<file path="config.mk">
export PLATFORM = sky130hd
export DESIGN_NAME = seg_serial_driver
export DESIGN_NICKNAME = d
export VERILOG_FILES = /design/src/rtl/seg_serial_driver.sv
export SDC_FILE = /design/constraint.sdc
export NUM_CORES = 1
export LEC_CHECK = 0
export BUFFER_PORTS_ARGS = -buffer_cell sky130_fd_sc_hd__buf_2
export CAP_MARGIN = 20
export CORE_ASPECT_RATIO = 0.5
export CORE_MARGIN = 10
export CORE_UTILIZATION = 40
export CTS_CLUSTER_SIZE = 10
export DETAILED_ROUTE_END_ITERATION = 10
export PLACE_DENSITY = 0.62
export SLEW_MARGIN = 40
export SYNTH_ARGS = -nofsm -noshare
export SYNTH_HDL_FRONTEND = slang
export SYNTH_SLANG_ARGS = --single-unit
</file>
<file path="constraint.sdc">
create_clock -name clk -period 2.85 [get_ports clk]
set_input_delay 0.4275 -clock clk [delete_from_list [all_inputs] [get_ports clk]]
set_output_delay 0.4275 -clock clk [all_outputs]
set_load 0.01 [all_outputs]
</file>
<file path="src/rtl/seg_serial_driver.sv">
// Drives four 16-bit 7-segment words to a 74HC595-style chain, one word per digit.
// Build option: define SEG_BLANK_EN to blank the chain outputs except while a digit is held.
module seg_serial_driver #(
  parameter int CLK_DIV     = 2,
  parameter int HOLD_CYCLES = 50000
) (
  input  logic        clk,
  input  logic        rst_n,
  input  logic        en,
  input  logic [15:0] word_0,
  input  logic [15:0] word_1,
  input  logic [15:0] word_2,
  input  logic [15:0] word_3,
  output logic        sclk,
  output logic        sdata,
  output logic        rclk,
  output logic        oe_n,
  output logic        busy,
  output logic        frame_done
);

  typedef enum logic [2:0] {S_IDLE, S_LOAD, S_SHIFT, S_LATCH, S_HOLD} state_t;

  localparam int BIT_CYC = 2 * CLK_DIV;
  localparam int CNT_MAX = (BIT_CYC > HOLD_CYCLES) ? BIT_CYC : HOLD_CYCLES;
  localparam int CNT_W   = $clog2(CNT_MAX);

  localparam logic [CNT_W-1:0] C_BIT_LAST   = CNT_W'(BIT_CYC - 1);
  localparam logic [CNT_W-1:0] C_HI_START   = CNT_W'(CLK_DIV);
  localparam logic [CNT_W-1:0] C_LATCH_LAST = CNT_W'(CLK_DIV - 1);
  localparam logic [CNT_W-1:0] C_HOLD_LAST  = CNT_W'(HOLD_CYCLES - 1);

  state_t           r_state, w_state_nxt;
  logic [CNT_W-1:0] r_cnt, w_cnt_nxt;
  logic [3:0]       r_bit, w_bit_nxt;
  logic [1:0]       r_idx, w_idx_nxt;
  logic [15:0]      r_sreg, w_sreg_nxt;
  logic [15:0]      w_word;
  logic             r_lit, w_lit_nxt;
  logic             w_oe_n_nxt;
  logic             r_sclk, r_sdata, r_rclk, r_oe_n, r_busy, r_frame_done;

  always_comb begin
    // NOTE: every signal assigned here gets a default first, so no path can infer a latch.
    w_state_nxt = r_state;
    w_cnt_nxt   = r_cnt;
    w_bit_nxt   = r_bit;
    w_idx_nxt   = r_idx;
    w_sreg_nxt  = r_sreg;
    w_lit_nxt   = r_lit;
    w_word      = word_0;

    case (r_idx)
      2'd1:    w_word = word_1;
      2'd2:    w_word = word_2;
      2'd3:    w_word = word_3;
      default: w_word = word_0;
    endcase

    case (r_state)
      S_IDLE: begin
        if (en) w_state_nxt = S_LOAD;
      end
      S_LOAD: begin
        w_sreg_nxt  = w_word;
        w_cnt_nxt   = '0;
        w_bit_nxt   = '0;
        w_state_nxt = S_SHIFT;
      end
      S_SHIFT: begin
        if (r_cnt == C_BIT_LAST) begin
          w_cnt_nxt  = '0;
          w_sreg_nxt = {r_sreg[14:0], 1'b0};
          if (r_bit == 4'd15) w_state_nxt = S_LATCH;
          else                w_bit_nxt   = r_bit + 4'd1;
        end else begin
          w_cnt_nxt = r_cnt + 1'b1;
        end
      end
      S_LATCH: begin
        if (r_cnt == C_LATCH_LAST) begin
          w_cnt_nxt   = '0;
          w_lit_nxt   = 1'b1;
          w_state_nxt = S_HOLD;
        end else begin
          w_cnt_nxt = r_cnt + 1'b1;
        end
      end
      S_HOLD: begin
        if (r_cnt == C_HOLD_LAST) begin
          w_cnt_nxt   = '0;
          w_idx_nxt   = r_idx + 2'd1;
          w_state_nxt = en ? S_LOAD : S_IDLE;
        end else begin
          w_cnt_nxt = r_cnt + 1'b1;
        end
      end
      default: w_state_nxt = S_IDLE;
    endcase

`ifdef SEG_BLANK_EN
    w_oe_n_nxt = !(w_lit_nxt && (w_state_nxt == S_HOLD));
`else
    w_oe_n_nxt = !w_lit_nxt;
`endif
  end

  // Outputs are registered from the next-state decode: glitch-free, yet aligned with the state they describe.
  always_ff @(posedge clk) begin
    if (!rst_n) begin
      r_state      <= S_IDLE;
      r_cnt        <= '0;
      r_bit        <= '0;
      r_idx        <= '0;
      r_sreg       <= '0;
      r_lit        <= 1'b0;
      r_sclk       <= 1'b0;
      r_sdata      <= 1'b0;
      r_rclk       <= 1'b0;
      r_oe_n       <= 1'b1;
      r_busy       <= 1'b0;
      r_frame_done <= 1'b0;
    end else begin
      // NOTE: non-blocking assignments, so every register samples the pre-edge values.
      r_state      <= w_state_nxt;
      r_cnt        <= w_cnt_nxt;
      r_bit        <= w_bit_nxt;
      r_idx        <= w_idx_nxt;
      r_sreg       <= w_sreg_nxt;
      r_lit        <= w_lit_nxt;
      r_sclk       <= (w_state_nxt == S_SHIFT) && (w_cnt_nxt >= C_HI_START);
      r_sdata      <= (w_state_nxt == S_SHIFT) && w_sreg_nxt[15];
      r_rclk       <= (w_state_nxt == S_LATCH);
      r_oe_n       <= w_oe_n_nxt;
      r_busy       <= (w_state_nxt != S_IDLE);
      r_frame_done <= (w_state_nxt == S_HOLD) && (w_cnt_nxt == C_HOLD_LAST) && (w_idx_nxt == 2'd3);
    end
  end

  assign sclk       = r_sclk;
  assign sdata      = r_sdata;
  assign rclk       = r_rclk;
  assign oe_n       = r_oe_n;
  assign busy       = r_busy;
  assign frame_done = r_frame_done;

endmodule
</file>
== Yosys cells after proc, flatten, opt, wreduce, memory -nomap -nowiden ==
Index checks and enable logic that the tools add are counted.

* Reductions and logical operators: 10
* Add/subtract/negate cells: 3
* Bitwise gates (word level): 0
* Magnitude comparators: 1
* Equal/unequal tests: 18
* Div/mod/pow operators: 0
* Shifts and indexed selects: 0
* Muxes and demuxes: 21
* Multiply operators: 0

{| class="wikitable"
|+ Operator list
! cell !! count
|-
| 2-to-1 mux 16 bit || 4
|-
| case mux 16 bit (4 select lines) || 1
|-
| case mux 16 bit (3 select lines) || 1
|-
| == test 16 bit (second input constant) || 2
|-
| case mux 16 bit (2 select lines) || 1
|-
| adder 16 x 1 -> 16 bit (second input constant) || 1
|-
| == test 16 x 1 -> 1 bit (second input constant) || 1
|-
| == test 16 x 2 -> 1 bit (second input constant) || 1
|-
| >= comparator 16 x 2 -> 1 bit (second input constant) || 1
|-
| 2-to-1 mux 3 bit || 5
|-
| case mux 3 bit (5 select lines) || 1
|-
| == test 3 x 2 -> 1 bit (second input constant) || 4
|-
| 2-to-1 mux 4 bit || 2
|-
| case mux 4 bit (2 select lines) || 1
|-
| == test 2 bit (second input constant) || 3
|-
| == test 3 bit (second input constant) || 2
|-
| adder 4 x 1 -> 4 bit (second input constant) || 1
|-
| == test 4 bit (second input constant) || 1
|-
| logical AND 1 bit || 4
|-
| 2-to-1 mux 2 bit || 2
|-
| inequality test 2 bit (second input constant) || 2
|-
| == test 3 x 1 -> 1 bit (second input constant) || 1
|-
| zero test 3 bit || 1
|-
| 2-to-1 mux 1 bit || 3
|-
| other kinds (7) || 7
|}

* Bits in latches: 0
* Output and inout bits: 6
* Memory bits (writable): 0
* Word-level logic and storage cells: 66
* Memories: 0
* Input port bits: 67
* Flip-flop bits (word level): 48
* Bits in read-only memories: 0

== Longest topological paths before layout ==
* Depth after elaboration: 7
* Gate-level depth with buffers: 10
* Depth with buffers taken out: 8

== Worst setup path before layout ==
OpenSTA, ideal clock, no wires.

* Kind: register -> register
* Start: register r_cnt[0]
* End: register r_frame_done (netlist: frame_done)
* Slack: 0.847 ns
* Cell stages (with the launch flop): 10
* Period minus slack after synthesis: 2.003 ns
* Data required time: 2.789 ns
* Buffers on the path: 2
* Setup time: 0.061 ns
* Arrival: 1.941 ns
* Cells stage by stage: dfxtp_1 -> ha_1 -> buf_2 -> and2_1 -> and3_4 -> buf_6 -> nand3b_1 -> a2111oi_0 -> nand4_1 -> and4bb_1

* Longest elaborated chain between the ends: 6
* Elaborated cells between the ends (all ways): 19
* Classes of those cells: 1 x add/sub; 6 x eq/ne; 10 x mux; 2 x reduce/logical

{| class="wikitable"
|+ Ends and longest elaborated chain
! element !! RTL line !! source
|-
| from (decl) || 34 || <nowiki>logic [CNT_W-1:0] r_cnt, w_cnt_nxt;</nowiki>
|-
| from (signal assigned) || 126 || <nowiki>r_cnt <= w_cnt_nxt;</nowiki>
|-
| adder 16 x 1 -> 16 bit, or another cell as far along || 77, 86, 95 ||
|-
| 2-to-1 mux 16 bit, or another cell as far along || 90 || <nowiki>if (r_cnt == C_HOLD_LAST) begin</nowiki>
|-
| case mux 16 bit (4 select lines) or case mux 3 bit (5 select lines) (tied branches) || 60 || <nowiki>case (r_state)</nowiki>
|-
| == test 16 bit or == test 3 bit (tied branches) || 136 || <nowiki>r_frame_done <= (w_state_nxt == S_HOLD) && (w_cnt_nxt == C_HOLD_LAST) && (w_idx_nxt == 2'd3);</nowiki>
|-
| logical AND 1 bit || 136 ||
|-
| logical AND 1 bit * || 136 ||
|-
| to (signal assigned) || 136 ||
|-
| to (decl) || 41 || <nowiki>logic r_sclk, r_sdata, r_rclk, r_oe_n, r_busy, r_frame_done;</nowiki>
|}

Every way passes the cells marked *; elsewhere a longest branch is shown, timed or not.
A chain may end at the register's enable or synchronous reset.

== Final worst setup path ==
* Start: register r_cnt[0]
* End: register r_cnt[12]

* Longest elaborated chain between the ends: 3
* Elaborated cells between the ends (all ways): 8
* Classes of those cells: 1 x add/sub; 3 x eq/ne; 4 x mux

{| class="wikitable"
|+ Ends and longest elaborated chain
! element !! RTL line
|-
| adder 16 x 1 -> 16 bit, or another cell as far along || 77, 86, 95
|-
| 2-to-1 mux 16 bit, on equally long branches || 90, 71, 81
|-
| case mux 16 bit (4 select lines) * || 60
|}

Marked as above.

==> metrics.yaml <==
flow_run:
  maxCapViolCount: 0
run_status:
  outcome: "finished clean"
critical_path:
  cp-end-kind: "flop"
  path_max_fanout: 12
  crit_chain: "ha_1 > and3_1 > nand4_1 > nor3_1 > a211oi_2 > nand2_1 > nor2_1"
  cp-start-kind: "flop"
  arrival_ns: 2.54
  critPathTopFamily: "simple AND/OR/NAND/NOR gates"
  critPathMaxStageDelay_ns: 0.44
  cp_num_buf_inv: 0
  crit_required_ns: 3.00
  critPathKind: "reg2reg"
  cpMaxStageDelayCell: "nor3_1"
final_layout:
  antenna-diode-count: 0
  layout-drive-gt1-share_pct: 24.7
  fin_area_mm2: 0.00339
  fin_nets: 478
  syn_to_final_growth_pct: 17.4
sta:
  setup_tns_ns: 0
  clock_skew_ns: 0.00508
  drv_slew: 0
  setup_slack_ns: 0.468
  finalHoldViolCount: 0
  fmaxAchievable_mhz: 420
  max_slew_margin_pct: 57.5
  tightestPinTransition_ns: 0.638
  post-route-period-util_pct: 83.6
  rsz0062_at_grt: "false"
  finalCriticalPeriod_ns: 2.38
  setup_viol: 0
power_and_ir_drop:
  combPwrFrac_pct: 12.7
  p_sw_share_pct: 24.6
  p_sw_mw: 0.361
  power_leakage_nw: 1.35
  cell_internal_pwr_mw: 1.11
  p_seq_share_pct: 48.6
  peakVddDrop_mv: 0.217
  p_per_area_mw_per_mm2: 434
  clock_power_share_pct: 38.8
synth:
  synthCells: 350
  synth.distinct_cells: 53
  ys.flop_type: "dfxtp_1"
  synthAdderAreaFrac_pct: 3.04
  ys_warn_count: 0
  synthArstFlopShare_pct: 0
  avgSynthCellArea_um2: 8.24
  synth_compound_area_share_pct: 22.0
  synthXorXnorAreaFrac_pct: 6.98
  yosys.area_share.simple_pct: 27.5
  synth_top_family_by_area: "simple AND/OR/NAND/NOR gates"
  synth_seq_cells: 48
  muxShareOfSynthArea_pct: 1.08
  synth_enable_flop_cells: 0
  syn-num-nets: 424
  syn_area_mm2: 0.00288
  yosysSeqAreaShare_pct: 33.3
place:
  dp.final_hpwl_um: 6070
  gp_congestion: 0.866
  dp_slack_ns: 0.481
  place_area_mm2: 0.00324
  port_buffers: 72
global_route:
  grt_max_degree: 32
  grt_pass1_vias: 2750
  overflow: 0
  grt_usage_pct: 13.8
  grt_pass1_wl_um: 13200
  antenna_found_initial: 1
routing:
  ant_nets: 0
  via_per_inst: 5.55
  drtIter0Drc: 203
  wire_per_inst_um: 15.8
  drc_errors: 0
  vias: 2758
  first_pass_iters: 5
  wirelength_um: 7840
min_path:
  min_path_type: "reg2reg"
clock_network:
  cts_setup_buffers: 0
  clk_pin_slew_ns: 0.06
  cts_buffer_depth: 2
  clkLatencyLatePin_ns: 0.28
  cts.sinks: 48
  cts_resized: 0
  cts_made_buffers: 5
  cts-root-buf: "clkbuf_16"
  htree_num_levels: 2
  hold_buffers: 0
  tritoncts: "yes"
floorplanning:
  die_h_um: 80.0
  ioPinCount: 73
  num_rows: 21
  fp.dieW_um: 140
  start_util_pct: 42.2
  core_mm2: 0.00683
  dieArea_mm2: 0.0112
## registers in the layout, indices dropped and copies added (netlist names)
signal / cells
busy: 1
r_lit: 1
r_cnt: 16
sclk: 1
r_state: 3
r_idx: 2
r_bit: 4
frame_done: 1
oe_n: 1
r_sreg: 16
rclk: 1
sdata: 1
## power groups by stage
| stage | clock network, mW | registers (mW) | logic, mW |
|---|---|---|---|
| detailed placement | 0 | 0.729 | 0.186 |
| CTS | 0.583 | 0.714 | 0.187 |
| global placement | 0 | 0.727 | 0.182 |
| floorplan | 0 | 0.722 | 0.114 |
| finish | 0.570 | 0.714 | 0.186 |
| global route | 0.612 | 0.717 | 0.207 |
## layer usage
layer / GRT usage, % / part of all wire [%]
met4: 3.07 / 0.92
met2: 23.3 / 45
met3: 5.17 / 8.6
met1: 16.4 / 46
met5: 0 / 0
## final cells by class
class / count / area, um2
Clock buffer: 5 / 125
Clock inverter: 3 / 18.8
Fill cell: 663 / 3440
Inverter: 6 / 22.5
Multi-Input combinational cell: 266 / 1750
Sequential cell: 48 / 961
Tap cell: 92 / 115
Timing Repair Buffer: 77 / 398
## kinds of logic after synthesis
kind of cell | after synthesis
compound gates | 87
xor+xnor | 23
fa+ha+maj | 7
buf+inv | 36
flops | 48
mux | 3
simple gates | 146
## path summary, 6_finish.rpt
kind	start	endpoint	slack [ns]	cells after the start
hold / removal	r_lit$_SDFF_PN0_	oe_n$_SDFF_PN1_	0.46	1
setup reg to reg	r_cnt[0]$_SDFF_PN0_	r_cnt[12]$_SDFF_PN0_	0.47	7
setup / recovery	r_cnt[0]$_SDFF_PN0_	r_cnt[12]$_SDFF_PN0_	0.47	7
hold reg to reg	r_lit$_SDFF_PN0_	oe_n$_SDFF_PN1_	0.46	1
## stage by stage
stage          cells  power, mW  util [%]  hold slack, ns
2_1_floorplan    350      0.836         -           0.432
3_3_place_gp     489      0.909      47.5           0.455
3_5_place_dp     489      0.915      47.5           0.459
4_1_cts          497       1.48      49.6           0.472
5_1_grt          497       1.54      49.6           0.499
6_report         497       1.47      49.6           0.461
## cell usage after synthesis, types with 3 or more instances
library cell  number  share of area (%)
dfxtp_1           48                 33
nor2_1            46                6.0
and2_1            21                4.6
o21ai_0           18                3.1
a21oi_1           16                2.8
a222oi_1          16                5.6
nand2_1           15                2.0
clkbuf_1          14                1.8
a22oi_1           13                3.4
nand3_1           13                2.3
xor2_1            12                3.6
xnor2_1           11                3.3
and3_1             9                2.0
buf_2              9                1.6
nor3_1             9                1.6
ha_1               7                3.0
nand4_1            7                1.5
inv_1              6               0.78
nor2b_1            5                1.1
buf_4              4                1.0
nand2b_1           3               0.65
## cells in the final DEF, fill, tap and decap left out, types with 3 or more instances in the layout
| cell type | n |
|---|---|
| nand2_1 | 15 |
| buf_2 | 72 |
| a222oi_1 | 16 |
| inv_1 | 6 |
| xor2_1 | 12 |
| and2_1 | 21 |
| nand3_1 | 13 |
| nand2b_1 | 3 |
| nor2_1 | 46 |
| a22oi_1 | 13 |
| xnor2_1 | 11 |
| nor3_1 | 9 |
| clkbuf_16 | 5 |
| and3_1 | 9 |
| ha_1 | 7 |
| o21ai_0 | 18 |
| a21oi_1 | 16 |
| buf_4 | 5 |
| nand4_1 | 7 |
| nor2b_1 | 5 |
| dfxtp_1 | 48 |
(Power assumes the default switching activity.)
